## src/rtl/gray_pkg.sv

```systemverilog
// Shared types and constants for the two-requester Gray-to-binary scheduler.
package gray_pkg;

  typedef enum logic [1:0] {
    IDLE = 2'd0,
    CONV = 2'd1,
    DONE = 2'd2
  } state_e;

  localparam int unsigned N_REQ = 2;

endpackage

```

## src/rtl/rr_arb2.sv

```systemverilog
// Two-way round-robin arbiter: on a tie, the requester not served last wins.
module rr_arb2 (
  input  logic       valid0,
  input  logic       valid1,
  input  logic       last,
  output logic [1:0] grant_c
);

  // last == 1 means requester 1 was served most recently
  always_comb begin
    grant_c = 2'b00;
    if (valid0 && valid1) begin
      grant_c = last ? 2'b01 : 2'b10;
    end else if (valid0) begin
      grant_c = 2'b01;
    end else if (valid1) begin
      grant_c = 2'b10;
    end
  end

endmodule

```

## src/rtl/gray_bin_sched.sv

```systemverilog
// Shares one bit-serial Gray-to-binary engine between two requesters.
// Words are converted MSB first, one bit per cycle, result held until consumed.
module gray_bin_sched
  import gray_pkg::*;
#(
  parameter int unsigned WIDTH = 8
) (
  input  logic             clk,
  input  logic             rst,
  input  logic             req0_valid,
  input  logic [WIDTH-1:0] req0_gray,
  output logic             req0_ready,
  input  logic             req1_valid,
  input  logic [WIDTH-1:0] req1_gray,
  output logic             req1_ready,
  output logic             out_valid,
  output logic [WIDTH-1:0] out_bin,
  output logic             out_id,
  input  logic             out_ready
);

  localparam int unsigned CNT_W = (WIDTH > 1) ? $clog2(WIDTH) : 1;
  localparam logic [CNT_W-1:0] CNT_LAST = CNT_W'(WIDTH - 1);

  state_e             state_q, state_d;
  logic [CNT_W-1:0]   cnt_q, cnt_d;
  logic [WIDTH-1:0]   sh_q, sh_d;
  logic [WIDTH-1:0]   acc_q, acc_d;
  logic               run_q, run_d;
  logic               id_q, id_d;
  logic               last_q, last_d;
  logic [N_REQ-1:0]   ready_q, ready_d;
  logic               out_valid_q, out_valid_d;
  logic [WIDTH-1:0]   out_bin_q, out_bin_d;
  logic               out_id_q, out_id_d;

  logic [1:0]         grant_c;
  logic               accept0_c, accept1_c, run_bit_c;

  rr_arb2 u_arb (
    .valid0  (req0_valid),
    .valid1  (req1_valid),
    .last    (last_q),
    .grant_c (grant_c)
  );

  assign accept0_c = req0_valid && ready_q[0];
  assign accept1_c = req1_valid && ready_q[1];
  // Running binary bit: previous binary bit XOR current Gray MSB
  assign run_bit_c = run_q ^ sh_q[WIDTH-1];

  always_comb begin
    state_d     = state_q;
    cnt_d       = cnt_q;
    sh_d        = sh_q;
    acc_d       = acc_q;
    run_d       = run_q;
    id_d        = id_q;
    last_d      = last_q;
    ready_d     = '0;
    out_valid_d = out_valid_q;
    out_bin_d   = out_bin_q;
    out_id_d    = out_id_q;

    case (state_q)
      IDLE: begin
        if ((state_q == IDLE) && (accept0_c || accept1_c)) begin
          state_d = CONV;
          cnt_d   = '0;
          run_d   = 1'b0;
          acc_d   = '0;
          id_d    = accept1_c;
          last_d  = accept1_c;
          sh_d    = accept1_c ? req1_gray : req0_gray;
        end
      end
      CONV: begin
        run_d = run_bit_c;
        acc_d = {acc_q[WIDTH-2:0], run_bit_c};
        sh_d  = {sh_q[WIDTH-2:0], 1'b0};
        cnt_d = cnt_q + CNT_W'(1);
        if (cnt_q == CNT_LAST) begin
          state_d     = DONE;
          cnt_d       = '0;
          out_valid_d = 1'b1;
          out_bin_d   = {acc_q[WIDTH-2:0], run_bit_c};
          out_id_d    = id_q;
        end
      end
      DONE: begin
        if (out_ready) begin
          state_d     = IDLE;
          out_valid_d = 1'b0;
          out_bin_d   = '0;
          out_id_d    = 1'b0;
        end
      end
      default: state_d = IDLE;
    endcase

    // Ready is offered for the cycle in which the FSM sits in IDLE
    if (state_d == IDLE) begin
      ready_d = grant_c;
    end
  end

  always_ff @(posedge clk) begin
    if (rst) begin
      state_q     <= IDLE;
      cnt_q       <= '0;
      sh_q        <= '0;
      acc_q       <= '0;
      run_q       <= 1'b0;
      id_q        <= 1'b0;
      last_q      <= 1'b1;
      ready_q     <= '0;
      out_valid_q <= 1'b0;
      out_bin_q   <= '0;
      out_id_q    <= 1'b0;
    end else begin
      state_q     <= state_d;
      cnt_q       <= cnt_d;
      sh_q        <= sh_d;
      acc_q       <= acc_d;
      run_q       <= run_d;
      id_q        <= id_d;
      last_q      <= last_d;
      ready_q     <= ready_d;
      out_valid_q <= out_valid_d;
      out_bin_q   <= out_bin_d;
      out_id_q    <= out_id_d;
    end
  end

  assign req0_ready = ready_q[0];
  assign req1_ready = ready_q[1];
  assign out_valid  = out_valid_q;
  assign out_bin    = out_bin_q;
  assign out_id     = out_id_q;

endmodule

```

## config.mk

```make
export PLATFORM = sky130hd
export DESIGN_NAME = gray_bin_sched
export DESIGN_NICKNAME = d
export VERILOG_FILES = /design/src/rtl/gray_pkg.sv /design/src/rtl/rr_arb2.sv /design/src/rtl/gray_bin_sched.sv
export SDC_FILE = /design/constraint.sdc
export NUM_CORES = 1
export LEC_CHECK = 0
export ABC_AREA = 1
export CELL_PAD_IN_SITES_DETAIL_PLACEMENT = 1
export CELL_PAD_IN_SITES_GLOBAL_PLACEMENT = 1
export CORE_ASPECT_RATIO = 1.1
export CORE_MARGIN = 2
export CORE_UTILIZATION = 32
export DETAILED_ROUTE_END_ITERATION = 16
export PLACE_DENSITY = 0.87
export SKIP_CTS_REPAIR_TIMING = 1
export SLEW_MARGIN = 20
export SYNTH_ARGS = -nofsm -noshare
export SYNTH_HDL_FRONTEND = slang
export SYNTH_SLANG_ARGS = --single-unit
```

## constraint.sdc

```tcl
create_clock -name clk -period 1.3 [get_ports clk]
set_input_delay 0.325 -clock clk [delete_from_list [all_inputs] [get_ports clk]]
set_output_delay 0.325 -clock clk [all_outputs]
set_load 0.02 [all_outputs]
```

==> results of run 1 <==
## flip-flops by register name (all words and copies together), names as in the netlist
register / cells
cnt_q: 3
out_bin: 8
ready_q: 2
run_q: 1
out_valid: 1
acc_q: 6
out_id: 1
state_q: 2
sh_q: 8
id_q: 1
last_q: 1
## cell families (layout without fill, tap and decap cells)
family                   Yosys count  in the layout  share of synthesized area (%)
flip-flops                        34             34                           43.0
buffers and inverters             38             90                           10.9
adder cells (fa/ha/maj)            2              2                           1.58
XOR/XNOR                           1              1                          0.553
AND/OR/NAND/NOR                  128            128                           35.5
AO/OA/AOI/OAI                     26             26                           8.46
## area by class of cell
class	instances	area (um2)
inverter	27	106
timing repair buffer	55	602
fill	573	2310
clock inverter	2	12.5
sequential	34	684
multi-input combinational	157	852
clock buffer	6	82.6
tap	56	70.1
## routing by layer
metal / vias up / GRT usage (%) / wire length (um)
li1: 835 / - / -
met1: 808 / 19.7 / 2160
met2: 33 / 31.9 / 2730
met3: 10 / 4.29 / 206
met4: 0 / 6.79 / 82
met5: - / 0 / 0
## power groups by stage
| stage | logic, mW | clock network (mW) | registers, mW |
|---|---|---|---|
| 6_report | 0.434 | 0.845 | 1.12 |
| 5_1_grt | 0.485 | 0.898 | 1.12 |
| 4_1_cts | 0.401 | 0.852 | 1.11 |
| 3_5_place_dp | 0.400 | 0 | 1.13 |
| 3_3_place_gp | 0.384 | 0 | 1.13 |
| 2_1_floorplan | 0.221 | 0 | 1.13 |
## cell usage after synthesis (all sizes together)
| master | n | area [um2] |
|---|---|---|
| nor2 | 18 | 67.6 |
| inv | 26 | 100 |
| nor3 | 2 | 10.0 |
| a21oi | 23 | 115 |
| clkbuf | 3 | 11.3 |
| nand3 | 45 | 225 |
| buf | 8 | 57.6 |
| ha | 2 | 25.0 |
| clkinv | 1 | 3.75 |
| xor2 | 1 | 8.76 |
| nand2 | 62 | 253 |
| nand4 | 1 | 6.26 |
| dfxtp | 34 | 681 |
| o21ai | 3 | 18.8 |
## through the flow
stage | setup TNS [ns] | instances | power, mW | cell area [um2] | hold WS [ns]
6_report | -0.406 | 337 | 2.39 | 2410 | 0.468
5_1_grt | -0.917 | 337 | 2.50 | 2410 | 0.475
4_1_cts | -4.10 | 333 | 2.36 | 2180 | 0.479
3_5_place_dp | -7.14 | 325 | 1.53 | 2080 | 0.462
3_3_place_gp | -6.32 | 325 | 1.51 | 2080 | 0.452
2_1_floorplan | 0 | 229 | 1.35 | 1580 | 0.436
## worst paths after layout
kind,end,slack [ns],cells past startpoint,start
max,ready_q[0],-0.07,7,cnt_q[0]
min,out_valid,0.47,2,out_valid
max reg2reg,ready_q[0],-0.07,7,cnt_q[0]
min reg2reg,out_valid,0.47,2,out_valid
## worst min-delay path, cell delays in order, from the launching register on
cell     delay (ns)
dfxtp_1        0.31
nand2_1        0.06
a21oi_1        0.05
==> results.toml, run 1 <==
[yosys]
synth_cell_type_count = 21
avgSynthCellArea_um2 = 6.91
synth_seq_cells = 34
syn_area_um2 = 1580
ys_seq_area_share_pct = 43.0
syn_inst = 229
syn-num-nets = 252
ys_warn_count = 0

[power]
irDropWorstVdd_uv = 607
p_seq_share_pct = 46.6
power_density_nw_per_um2 = 994
swShare_pct = 28.3
switchingPower_mw = 0.677
combPwrFrac_pct = 18.1
p_int_mw = 1.72
cellLeakagePower_nw = 1.25
clkPwrFrac_pct = 35.3

[sta]
finalHoldViolCount = 0
worst_pin_slew_ns = 0.293
fmax_mhz = 730
fin_skew_ns = 0.00822
fin_ws_ns = -0.0698
post-route-period-util_pct = 105
final-max-slew-violation-count = 0
setup_viol_count_final = 12
rsz0062_at_grt = "true"
finalCriticalPeriod_ns = 1.37
slew_headroom_pct = 80.4

[floorplan]
fp.dieW_um = 71.1
pin_count = 33
num_rows = 26
die_area_um2 = 5530
start_util_pct = 33.6
die_h_um = 77.8
core_area_um2 = 4720

[critical_path]
cp_slowest_cell = "dfxtp_2"
path_delay_family = "simple AND/OR/NAND/NOR gates"
slowest_delay_ns = 0.34
cp_data_required_time_ns = 1.51
worstPathCellList = "ha_4 -> ha_4 -> nand3_2 -> buf_6 -> buf_6 -> nand3_4 -> nor3_1"
path_class = "reg2reg"
cp_max_fo = 7
worst-path-buf-inv = 2
start_kind = "flip-flop"
crit_path_end_kind = "flip-flop"
cp_data_arrival_time_ns = 1.58

[global_route]
grt_antenna_before_repair = 0
grt_pass1_wl_mm = 7.65
track_usage_pct = 17.6
gr-total-overflow = 0
grt_pass1_vias = 1674
grt_max_degree = 24

[cells_and_area]
drive_gt1_share_pct = 22.1
finish.net_count = 303
final_common_cell = "nand2_1"
final_cell_mix = "nand2_1, nand3_1, dfxtp_1, inv_1, clkdlybuf4s50_1"
diodes = 0
final_util_pct = 51.1
syn2layout_area_growth_pct = 52.3

[route]
dr.first_iter.drc_count = 53
dr_total_vias = 1686
routedWlPerCell_um = 15.4
post-route-drc-count = 0
drt-total-wl_mm = 5.18
vias_per_cell = 5.00
drtAntennaViolNets = 0
dr.pass1.iters = 4

[clocking]
clockBufferDepth = 2
clkTransAtPathRegs_ns = 0.07
numCtsBuffers = 5
cts_tree = "done"
clock_latency_ns = 0.30
clockRootBuffer = "clkbuf_8"
cts-htree-levels = 2
cts.sinks = 34

[placement]
gp_congestion = 0.792
dpl.hpwl_mm = 3.18
io_buffers = 32
post-place-ws_ns = -0.336

[job]
max_cap_viol_count = 0

[run_status]
violations = "setup timing"
run_status = "complete, but fails checks"

[min_path]
hold_path_class = "reg2reg"
Note: power is estimated with default switching activity, not from simulation.
==> inputs of run 2 (changes only) <==
==> constraint.sdc (replaced) <==
create_clock -name clk -period 1.3 [get_ports clk]
set_input_delay 0.13 -clock clk [delete_from_list [all_inputs] [get_ports clk]]
set_output_delay 0.13 -clock clk [all_outputs]
set_load 0.02 [all_outputs]
==> run 2 against run 1 <==
The run still ends with setup timing left. Clock-buffer cell count is the same. Global-route usage fell by 0.64 points. Cell count decreased by 2.1%. Critical path depth unchanged. Sequential power about the same. Setup slack improved by 0.061 ns. Clock skew is 0.00062 ns lower. First-iteration DRC count is 25% higher. Total power is 2.6% lower. Wire length down 10%. Via count shrank 1.7%.
==> results.toml, run 2 (synthesis results as in run 1) <==
[run_status]
run_status = "complete, but fails checks"
violations = "setup timing"

[floorplan]
core_area_um2 = 4720
num_rows = 26
die_h_um = 77.8
fp.dieW_um = 71.1
start_util_pct = 33.6
die_area_um2 = 5530
pin_count = 33

[placement]
dpl.hpwl_mm = 3.12
post-place-ws_ns = -0.157
io_buffers = 32
place_area_um2 = 2040
dp_cells = 321
gp_congestion = 0.751

[global_route]
grt_max_degree = 24
grt_pass1_wl_mm = 7.43
gr-total-overflow = 0
track_usage_pct = 17.0
grt_pass1_vias = 1697
grt_antenna_before_repair = 0

[critical_path]
worst_r2r_endpoint = "out_bin[0]"
crit_path_frequent_cell = "ha_4"
r2r_start = "cnt_q[1]"
cp_max_fo = 8
r2r_setup_slack_ns = -0.009
slowest_delay_ns = 0.34
start_kind = "flip-flop"
cp_slowest_cell = "dfxtp_2"
reg2reg_depth = 7
cp_data_required_time_ns = 1.53
cp_data_arrival_time_ns = 1.54
path_class = "reg2reg"
worstPathCellList = "ha_4 -> ha_4 -> nand3_2 -> buf_8 -> buf_6 -> nand3_1 -> a21oi_2"
crit_path_end_kind = "flip-flop"

[clocking]
clockBufferDepth = 2
numCtsBuffers = 5
cts.sinks = 34
clkTransAtPathRegs_ns = 0.07
cts_tree = "done"
clock_latency_ns = 0.29
cts-htree-levels = 2
clockRootBuffer = "clkbuf_8"

[sta]
worst_pin_slew_ns = 0.320
fin_skew_ns = 0.00760
slew_headroom_pct = 78.6
setup_viol_count_final = 1
final-max-slew-violation-count = 0
finalHoldViolCount = 0
fmax_mhz = 764
rsz0062_at_grt = "true"
post-route-period-util_pct = 101
fin_ws_ns = -0.00917
finalCriticalPeriod_ns = 1.31

[cells_and_area]
diodes = 0
final_area_um2 = 2280
stdcell_count = 330
finish.net_count = 296
n_fill_cell = 582
final_common_cell = "nand2_1"
syn2layout_area_growth_pct = 44.1
drive_gt1_share_pct = 18.6
regArea_um2 = 684
multiInputGateArea_um2 = 812
final_cell_mix = "nand2_1, nand3_1, dfxtp_1, inv_1, clkdlybuf4s50_1"

[job]
max_cap_viol_count = 0

[power]
power_density_nw_per_um2 = 1020
cellLeakagePower_nw = 1.17
p_total_mw = 2.33
irDropWorstVdd_uv = 557

[min_path]
min_from = "out_valid"
hold_end = "out_valid"
hold_path_class = "reg2reg"
min_path_cells = 2

[route]
routedWlPerCell_um = 14.1
dr.first_iter.drc_count = 66
vias_per_cell = 5.02
post-route-drc-count = 0
drtAntennaViolNets = 0
drt-total-wl_mm = 4.66
dr.pass1.iters = 4
dr_total_vias = 1658
run 2: where the power goes:
part	total, mW	internal, mW	leakage (nW)	switching [mW]
combinational	0.390	0.180	0.847	0.210
clock	0.825	0.426	0.0472	0.399
sequential	1.12	1.09	0.277	0.0308
total	2.33	1.69	1.17	0.640
run 2: final cells by class:
| cell class | count | share of cell area [%] |
|---|---|---|
| clock buffers | 6 | 3.62 |
| clock inverters | 2 | 0.549 |
| inverters | 27 | 4.77 |
| multi-input cells | 157 | 35.6 |
| flip-flops and latches | 34 | 30.0 |
| well taps | 56 | 3.07 |
| repair buffers | 48 | 22.4 |
run 2: routing by layer:
layer,up-vias,GRT usage [%],wire (um)
met5,-,0,0
met4,0,6.79,65
met3,6,3.77,137
met2,27,30.1,2460
met1,811,19.6,2000
li1,814,-,-
run 2: stage by stage:
| step | hold WS, ns | setup TNS (ns) | util (%) |
|---|---|---|---|
| after detailed placement | 0.464 | -2.31 | 43.3 |
| final | 0.472 | -0.00917 | 48.4 |
| after global placement | 0.450 | -1.02 | 43.3 |
| after floorplan | 0.264 | 0 | - |
| after CTS | 0.474 | -1.92 | 45.3 |
| after global routing | 0.504 | -0.305 | 48.4 |
run 2: worst max-delay path by stage:
stage | start | end
final | cnt_q[1] | out_bin[0]
after global placement | req1_valid | sh_q[3]
after CTS | ready_q[1] | req1_ready
after floorplan | cnt_q[0] | out_bin[0]
after detailed placement | req1_valid | sh_q[7]
after global routing | cnt_q[0] | out_bin[0]
run 2: worst max-delay path, delay by kind of cell (launching register included):
family	cells	cell delay, ns
compound gates	1	0.14
fa+ha+maj	2	0.31
buf+inv	2	0.27
flops	1	0.34
simple gates	2	0.18
